**src/rtl/split_drv_pkg.sv**
```systemverilog
// rtl/split_drv_pkg.sv - shared states, LFSR polynomial and per-variable width table for split_assign_driver
package split_drv_pkg;

  typedef enum logic [2:0] {
    IDLE,
    FILL,
    PRESENT,
    SAMPLE,
    DONE
  } state_t;

  localparam logic [31:0] LFSR_POLY = 32'h80200003;

  // Width table of the split_18 checker input set
  localparam int VAR_CNT = 50;
  localparam int VAR_W [VAR_CNT] = '{
    11, 4, 11, 6, 12, 12, 5, 15, 13, 8,
    4, 6, 5, 15, 16, 5, 12, 15, 9, 10,
    8, 16, 7, 12, 9, 10, 15, 13, 11, 4,
    10, 15, 10, 15, 4, 14, 6, 13, 9, 6,
    14, 9, 16, 14, 15, 16, 4, 6, 5, 16
  };

  // Low-order ones mask for variable k; variables past the table get no bits
  function automatic logic [31:0] var_mask(int k);
    if (k < 0 || k >= VAR_CNT) return '0;
    return (32'h1 << VAR_W[k]) - 32'h1;
  endfunction

endpackage

```
**src/rtl/split_assign_driver_if.sv**
```systemverilog
// rtl/split_assign_driver_if.sv - control, assignment and result bundle between driver and its host
interface split_drv_if #(
  parameter int NUM_VARS = 50,
  parameter int MAX_W    = 16,
  parameter int CNT_W    = 16
);
  logic                      start;
  logic [CNT_W-1:0]          num_samples;
  logic [31:0]               seed;
  logic [NUM_VARS*MAX_W-1:0] assignment;
  logic                      assign_valid;
  logic                      chk_x;
  logic                      busy;
  logic                      done;
  logic [CNT_W-1:0]          pass_cnt;
  logic [CNT_W-1:0]          fail_cnt;
  logic [CNT_W-1:0]          fail_idx;

  modport master (
    input  start, num_samples, seed, chk_x,
    output assignment, assign_valid, busy, done, pass_cnt, fail_cnt, fail_idx
  );

  modport slave (
    output start, num_samples, seed, chk_x,
    input  assignment, assign_valid, busy, done, pass_cnt, fail_cnt, fail_idx
  );
endinterface

```
**src/rtl/split_drv_lfsr.sv**
```systemverilog
// rtl/split_drv_lfsr.sv - 32-bit right-shifting Galois LFSR with seed load and advance enable
module split_drv_lfsr
  import split_drv_pkg::*;
(
  input  logic        clk,
  input  logic        rst,
  input  logic        load,
  input  logic        advance,
  input  logic [31:0] seed,
  output logic [31:0] value
);

  // Load has priority; a zero seed would lock the LFSR so it is replaced by 1
  always_ff @(posedge clk or posedge rst) begin
    if (rst) begin
      value <= 32'h1;
    end else if (load) begin
      value <= (seed == 32'h0) ? 32'h1 : seed;
    end else if (advance) begin
      value <= (value >> 1) ^ (value[0] ? LFSR_POLY : 32'h0);
    end
  end

endmodule

```
**src/rtl/split_assign_driver.sv**
```systemverilog
// rtl/split_assign_driver.sv - pseudo-random assignment driver and pass/fail tally for split_N checkers (option: SPLIT_DRV_FAIL_CAPTURE_EN)
module split_assign_driver
  import split_drv_pkg::*;
#(
  parameter int NUM_VARS = 50,
  parameter int MAX_W    = 16,
  parameter int CHK_LAT  = 1,
  parameter int CNT_W    = 16
) (
  input logic        clk,
  input logic        rst,
  split_drv_if.master bus
);

  localparam int VI_W  = (NUM_VARS > 1) ? $clog2(NUM_VARS) : 1;
  localparam int LAT_W = (CHK_LAT > 1) ? $clog2(CHK_LAT) : 1;

  state_t                    state;
  state_t                    state_nxt;
  logic [VI_W-1:0]           var_idx;
  logic [LAT_W-1:0]          lat_cnt;
  logic [CNT_W-1:0]          sample_idx;
  logic [CNT_W-1:0]          num_samples;
  logic [CNT_W-1:0]          pass_cnt;
  logic [CNT_W-1:0]          fail_cnt;
  logic [NUM_VARS*MAX_W-1:0] assignment;
  logic [31:0]               lfsr_q;
  logic [MAX_W-1:0]          slot;
  logic                      start_acc;
  logic                      fill_last;
  logic                      lat_done;
  logic                      last_sample;

  assign start_acc   = bus.start && (state == IDLE || state == DONE);
  assign fill_last   = (var_idx == VI_W'(NUM_VARS - 1));
  assign lat_done    = (lat_cnt == LAT_W'(CHK_LAT - 1));
  assign last_sample = (CNT_W'(sample_idx + 1) == num_samples);
  assign slot        = MAX_W'(lfsr_q & var_mask(int'(var_idx)));

  split_drv_lfsr u_lfsr (
    .clk     (clk),
    .rst     (rst),
    .load    (start_acc),
    .advance (state == FILL),
    .seed    (bus.seed),
    .value   (lfsr_q)
  );

  // State register
  always_ff @(posedge clk or posedge rst) begin
    if (rst) state <= IDLE;
    else     state <= state_nxt;
  end

  // Next-state decode: fill all slots, hold for checker latency, sample once
  always_comb begin
    state_nxt = state;
    case (state)
      IDLE, DONE: if (bus.start) state_nxt = (bus.num_samples == '0) ? DONE : FILL;
      FILL:       if (fill_last) state_nxt = PRESENT;
      PRESENT:    if (lat_done) state_nxt = SAMPLE;
      SAMPLE:     state_nxt = last_sample ? DONE : FILL;
      default:    state_nxt = IDLE;
    endcase
  end

  // Assignment build, latency count and saturating result tallies
  always_ff @(posedge clk or posedge rst) begin
    if (rst) begin
      var_idx     <= '0;
      lat_cnt     <= '0;
      sample_idx  <= '0;
      num_samples <= '0;
      pass_cnt    <= '0;
      fail_cnt    <= '0;
      assignment  <= '0;
    end else if (start_acc) begin
      var_idx     <= '0;
      lat_cnt     <= '0;
      sample_idx  <= '0;
      num_samples <= bus.num_samples;
      pass_cnt    <= '0;
      fail_cnt    <= '0;
      assignment  <= '0;
    end else begin
      if (state == FILL) begin
        assignment[var_idx*MAX_W +: MAX_W] <= slot;
        var_idx <= fill_last ? '0 : VI_W'(var_idx + 1);
      end
      if (state == PRESENT) begin
        lat_cnt <= lat_done ? '0 : LAT_W'(lat_cnt + 1);
      end
      if (state == SAMPLE) begin
        if (bus.chk_x) begin
          if (pass_cnt != '1) pass_cnt <= CNT_W'(pass_cnt + 1);
        end else begin
          if (fail_cnt != '1) fail_cnt <= CNT_W'(fail_cnt + 1);
        end
        sample_idx <= CNT_W'(sample_idx + 1);
      end
    end
  end

`ifdef SPLIT_DRV_FAIL_CAPTURE_EN
  logic [CNT_W-1:0] fail_idx_q;

  // Remember the index of the first failing sample; fail_cnt still zero marks "first"
  always_ff @(posedge clk or posedge rst) begin
    if (rst) begin
      fail_idx_q <= '0;
    end else if (start_acc) begin
      fail_idx_q <= '0;
    end else if (state == SAMPLE && !bus.chk_x && fail_cnt == '0) begin
      fail_idx_q <= sample_idx;
    end
  end

  assign bus.fail_idx = fail_idx_q;
`else
  assign bus.fail_idx = '0;
`endif

  assign bus.assignment   = assignment;
  assign bus.assign_valid = (state == PRESENT) || (state == SAMPLE);
  assign bus.busy         = (state == FILL) || (state == PRESENT) || (state == SAMPLE);
  assign bus.done         = (state == DONE);
  assign bus.pass_cnt     = pass_cnt;
  assign bus.fail_cnt     = fail_cnt;

endmodule
```
**src/flat_wrapper.sv**
```systemverilog
// flat-port wrapper written by rule: the top's interface ports become plain ports
module split_assign_driver_flat import split_drv_pkg::*;
#(
  parameter int NUM_VARS = 50,
  parameter int MAX_W    = 16,
  parameter int CHK_LAT  = 1,
  parameter int CNT_W    = 16
)
  (clk, rst, bus_start, bus_num_samples, bus_seed, bus_chk_x, bus_assignment, bus_assign_valid, bus_busy, bus_done, bus_pass_cnt, bus_fail_cnt, bus_fail_idx);
  split_drv_if #(.NUM_VARS(NUM_VARS), .MAX_W(MAX_W), .CNT_W(CNT_W)) bus_i ();
  input logic clk;
  input logic rst;
  input wire logic [$bits(bus_i.start)-1:0] bus_start;
  input wire logic [$bits(bus_i.num_samples)-1:0] bus_num_samples;
  input wire logic [$bits(bus_i.seed)-1:0] bus_seed;
  input wire logic [$bits(bus_i.chk_x)-1:0] bus_chk_x;
  output wire logic [$bits(bus_i.assignment)-1:0] bus_assignment;
  output wire logic [$bits(bus_i.assign_valid)-1:0] bus_assign_valid;
  output wire logic [$bits(bus_i.busy)-1:0] bus_busy;
  output wire logic [$bits(bus_i.done)-1:0] bus_done;
  output wire logic [$bits(bus_i.pass_cnt)-1:0] bus_pass_cnt;
  output wire logic [$bits(bus_i.fail_cnt)-1:0] bus_fail_cnt;
  output wire logic [$bits(bus_i.fail_idx)-1:0] bus_fail_idx;
  assign bus_i.start = bus_start;
  assign bus_i.num_samples = bus_num_samples;
  assign bus_i.seed = bus_seed;
  assign bus_i.chk_x = bus_chk_x;
  assign bus_assignment = bus_i.assignment;
  assign bus_assign_valid = bus_i.assign_valid;
  assign bus_busy = bus_i.busy;
  assign bus_done = bus_i.done;
  assign bus_pass_cnt = bus_i.pass_cnt;
  assign bus_fail_cnt = bus_i.fail_cnt;
  assign bus_fail_idx = bus_i.fail_idx;
  split_assign_driver #(.NUM_VARS(NUM_VARS), .MAX_W(MAX_W), .CHK_LAT(CHK_LAT), .CNT_W(CNT_W)) u_core (.clk(clk), .rst(rst), .bus(bus_i));
endmodule
```
**config.mk**
```make
export PLATFORM = sky130hd
export DESIGN_NAME = split_assign_driver_flat
export DESIGN_NICKNAME = d
export VERILOG_FILES = /design/src/rtl/split_drv_pkg.sv /design/src/rtl/split_assign_driver_if.sv /design/src/rtl/split_drv_lfsr.sv /design/src/rtl/split_assign_driver.sv /design/src/flat_wrapper.sv
export SDC_FILE = /design/constraint.sdc
export NUM_CORES = 2
export LEC_CHECK = 0
export ABC_AREA = 1
export BUFFER_PORTS_ARGS = -buffer_cell sky130_fd_sc_hd__clkbuf_2
export CAP_MARGIN = 20
export CORE_AREA = 2 2 347 349
export CTS_CLUSTER_SIZE = 28
export DETAILED_ROUTE_END_ITERATION = 10
export DIE_AREA = 0 0 349 351
export GPL_ROUTABILITY_DRIVEN = 0
export PLACE_DENSITY_LB_ADDON = 0.08
export SLEW_MARGIN = 20
export SYNTH_ARGS = -nofsm -noshare
export SYNTH_HDL_FRONTEND = slang
export SYNTH_SLANG_ARGS = --single-unit
```
**constraint.sdc**
```tcl
create_clock -name clk -period 33.3 [get_ports clk]
set_input_delay 4.995 -clock clk [delete_from_list [all_inputs] [get_ports clk]]
set_output_delay 4.995 -clock clk [all_outputs]
set_load 0.03 [all_outputs]
```
==> metrics.yaml <==
max_freq_mhz: 131.6
drc_errors: 0
timing.final.setup_violations: 0
finalMaxSlewViolations: 0
via_count_of_the_first_global_routing_pass: 36040
pin_count: 903
die_w_um: 349
final_cell_count_no_fill: 6959
final_hold_viol_count: 0
total_of_max_cap_violations: 0
clock_skew_ns: 0.02370
max-slew-margin-rel: 0.2322
post_cts_buffers: 0
timing.critical_path.from_type: "input port"
power.ir.vdd_worst_mv: 0.04439
final.min_clock_period_ns: 7.600
portBuffers: 886
effective_utilization_at_floorplan: 0.3324
cts_hold_repair.buffers: 0
total_wirelength_of_the_detailed_routed_design_um: 188700
drt.antenna.violating_nets: 0
synth_async_sr_flop_share: 1.000
clk-insertion-delay-late_ns: 0.72
chipHeight_um: 351
crit_fanout: 158
whs_ns: 0.4795
preCtsSetupSlack_ns: 24.80
pin_count_of_the_biggest_net_entering_global_routing: 183
detailedRoute.firstPassIterationCount: 6
cell_row_count: 127
grt_remaining_overflow: 0
placed_area_um2: 45460
post_route_cell_area_um2: 48900
vias: 36650
numnets_final: 5396
post_synth_inst_count: 4512
grt_pass1_wl_um: 268000
place_inst: 6771
r2r_slack_ns: 27.60
critPathArrivalTime_ns: 8.28
post-route-worst-setup-slack_ns: 25.70
cp-end-kind: "asynchronous set/reset pin"
total_power_mw: 3.846
n_fill_cell: 12390
critical_path_required_ns: 33.98
post-route-util: 0.4108
timing.hold.worst.class: "reg -> reg"
cellLeakagePower_nw: 24.43
clkSlewWorstSetupHoldPaths_ns: 0.06
setup_tns_ns: 0
core_um2: 119000
synth_sequential_area_ratio: 0.5725
post_synthesis_instance_area_um2: 39560
cts_buffer_depth: 3
final.period_utilization: 0.2282
clock-sinks: 905
grt_usage: 0.3008
postSynthRegisterBits: 905
layout-drive-gt1-share: 0.2370
vias_per_cell: 5.267
wire_per_inst_um: 27.12
cts-root-buf: "clkbuf_16"
rsz0062_at_grt: "no"
hpwl_detailed_um: 137800
cts.repair.resized: 0
ys.warnings.count: 0
status: "finished clean"
numCtsBuffers: 104
detail_route.iter0.violations: 2826
tightest_pin_transition_ns: 1.152
critical_path_class: "in -> async"
ctsHtreeMaxLevel: 3
synth_to_final_area_change_pct: 23.60
synth-edff-count: 0
ys_types: 49
grt_antenna_before_repair: 6
syn_avg_cell_area_um2: 8.768
design.die.area_um2: 122500
tritoncts_clock_tree: "built"
power.density_nw_per_um2: 78.65
synth_top_flop_cell: "dfrtp_1"
-- layer usage --
metal	global-route usage	routed length, um	vias up
li1	-	-	16580
met1	0.3840	77500	18480
met2	0.4928	89130	1318
met3	0.07583	14130	273
met4	0.1106	7958	2
met5	0	11	-
-- power by group --
part / internal (mW) / total, mW / switching, mW
clock: 0.661 / 1.15 / 0.493
sequential: 1.36 / 1.54 / 0.187
combinational: 0.289 / 1.15 / 0.859
-- cells in the final DEF, fill, tap and decap left out, drive strengths merged, types with 66 or more instances in the layout --
| cell type | synthesis | routed |
|---|---|---|
| buf | 100 | 66 |
| nand4 | 165 | 165 |
| dfrtp | 904 | 904 |
| o21ai | 490 | 490 |
| nand3 | 306 | 306 |
| nor3 | 107 | 107 |
| nor2 | 403 | 403 |
| clkbuf | 155 | 1044 |
| nand2 | 1332 | 1332 |
| inv | 277 | 282 |
-- cells in the mapped netlist, types with 15 or more instances --
library cell / instances / share of area
a32o_1: 30 / 0.0076
buf_2: 47 / 0.0059
nor2_2: 55 / 0.0087
buf_1: 28 / 0.0027
o21ai_0: 309 / 0.039
dfrtp_1: 904 / 0.57
nand4_1: 162 / 0.026
a211oi_1: 23 / 0.0044
nor2_1: 333 / 0.032
nand3_1: 299 / 0.038
o31ai_1: 26 / 0.0049
a21oi_1: 26 / 0.0033
nor2_4: 15 / 0.0043
inv_1: 243 / 0.023
o21ai_1: 181 / 0.023
clkbuf_1: 155 / 0.015
nor3_1: 89 / 0.011
xor2_1: 22 / 0.0049
nand2_1: 1325 / 0.13
a22o_1: 60 / 0.013
inv_2: 32 / 0.0030
buf_4: 22 / 0.0042
-- flip-flops by register name (all words and copies together) (netlist names) --
register,flops
u_core.sample_idx,16
u_core.u_lfsr.value,32
u_core.var_idx,6
u_core.num_samples,16
u_core.bus.fail_cnt,16
u_core.bus.pass_cnt,16
u_core.bus.assignment,800
u_core.state,3
-- logic make-up (layout without fill, tap and decap cells) --
group                    after synthesis  in the layout  synth area share
XOR/XNOR                              28             28          0.006389
AND/OR/NAND/NOR                     2339           2339            0.2596
buffers and inverters                537           1420           0.05522
adder cells (fa/ha/maj)               14             14          0.004428
flip-flops                           905            905            0.5725
other                                  1             17        0.00009479
AO/OA/AOI/OAI                        688            688            0.1017
-- critical path, cell delays in order --
cell and delay [ns]:
clkbuf_2 0.12, inv_8 0.43, buf_12 0.69, buf_4 0.86, buf_4 0.88
-- worst paths after layout --
kind,from,cells past startpoint,to
max,rst,5,u_core.bus.assignment[442]
min,u_core.bus.assignment[498],2,u_core.bus.assignment[498]
max reg2reg,u_core.var_idx[1],18,u_core.bus.assignment[353]
min reg2reg,u_core.bus.assignment[498],2,u_core.bus.assignment[498]
max in group clk,bus_start,8,u_core.bus.assignment[305]
min in group asynchronous,rst,2,u_core.bus.assignment[128]
-- area by class of cell --
| type | count | area (um2) | area share |
|---|---|---|---|
| sequential | 905 | 22650 | 0.4632 |
| multi-input combinational | 3085 | 14840 | 0.3035 |
| timing repair buffer | 952 | 4979 | 0.1018 |
| clock buffer | 158 | 3075 | 0.06290 |
| tap | 1548 | 1937 | 0.03961 |
| inverter | 282 | 1092 | 0.02234 |
| clock inverter | 28 | 320.3 | 0.006551 |
| antenna | 1 | 2.502 | 0.00005118 |
Power figures use the tool's default switching activity.
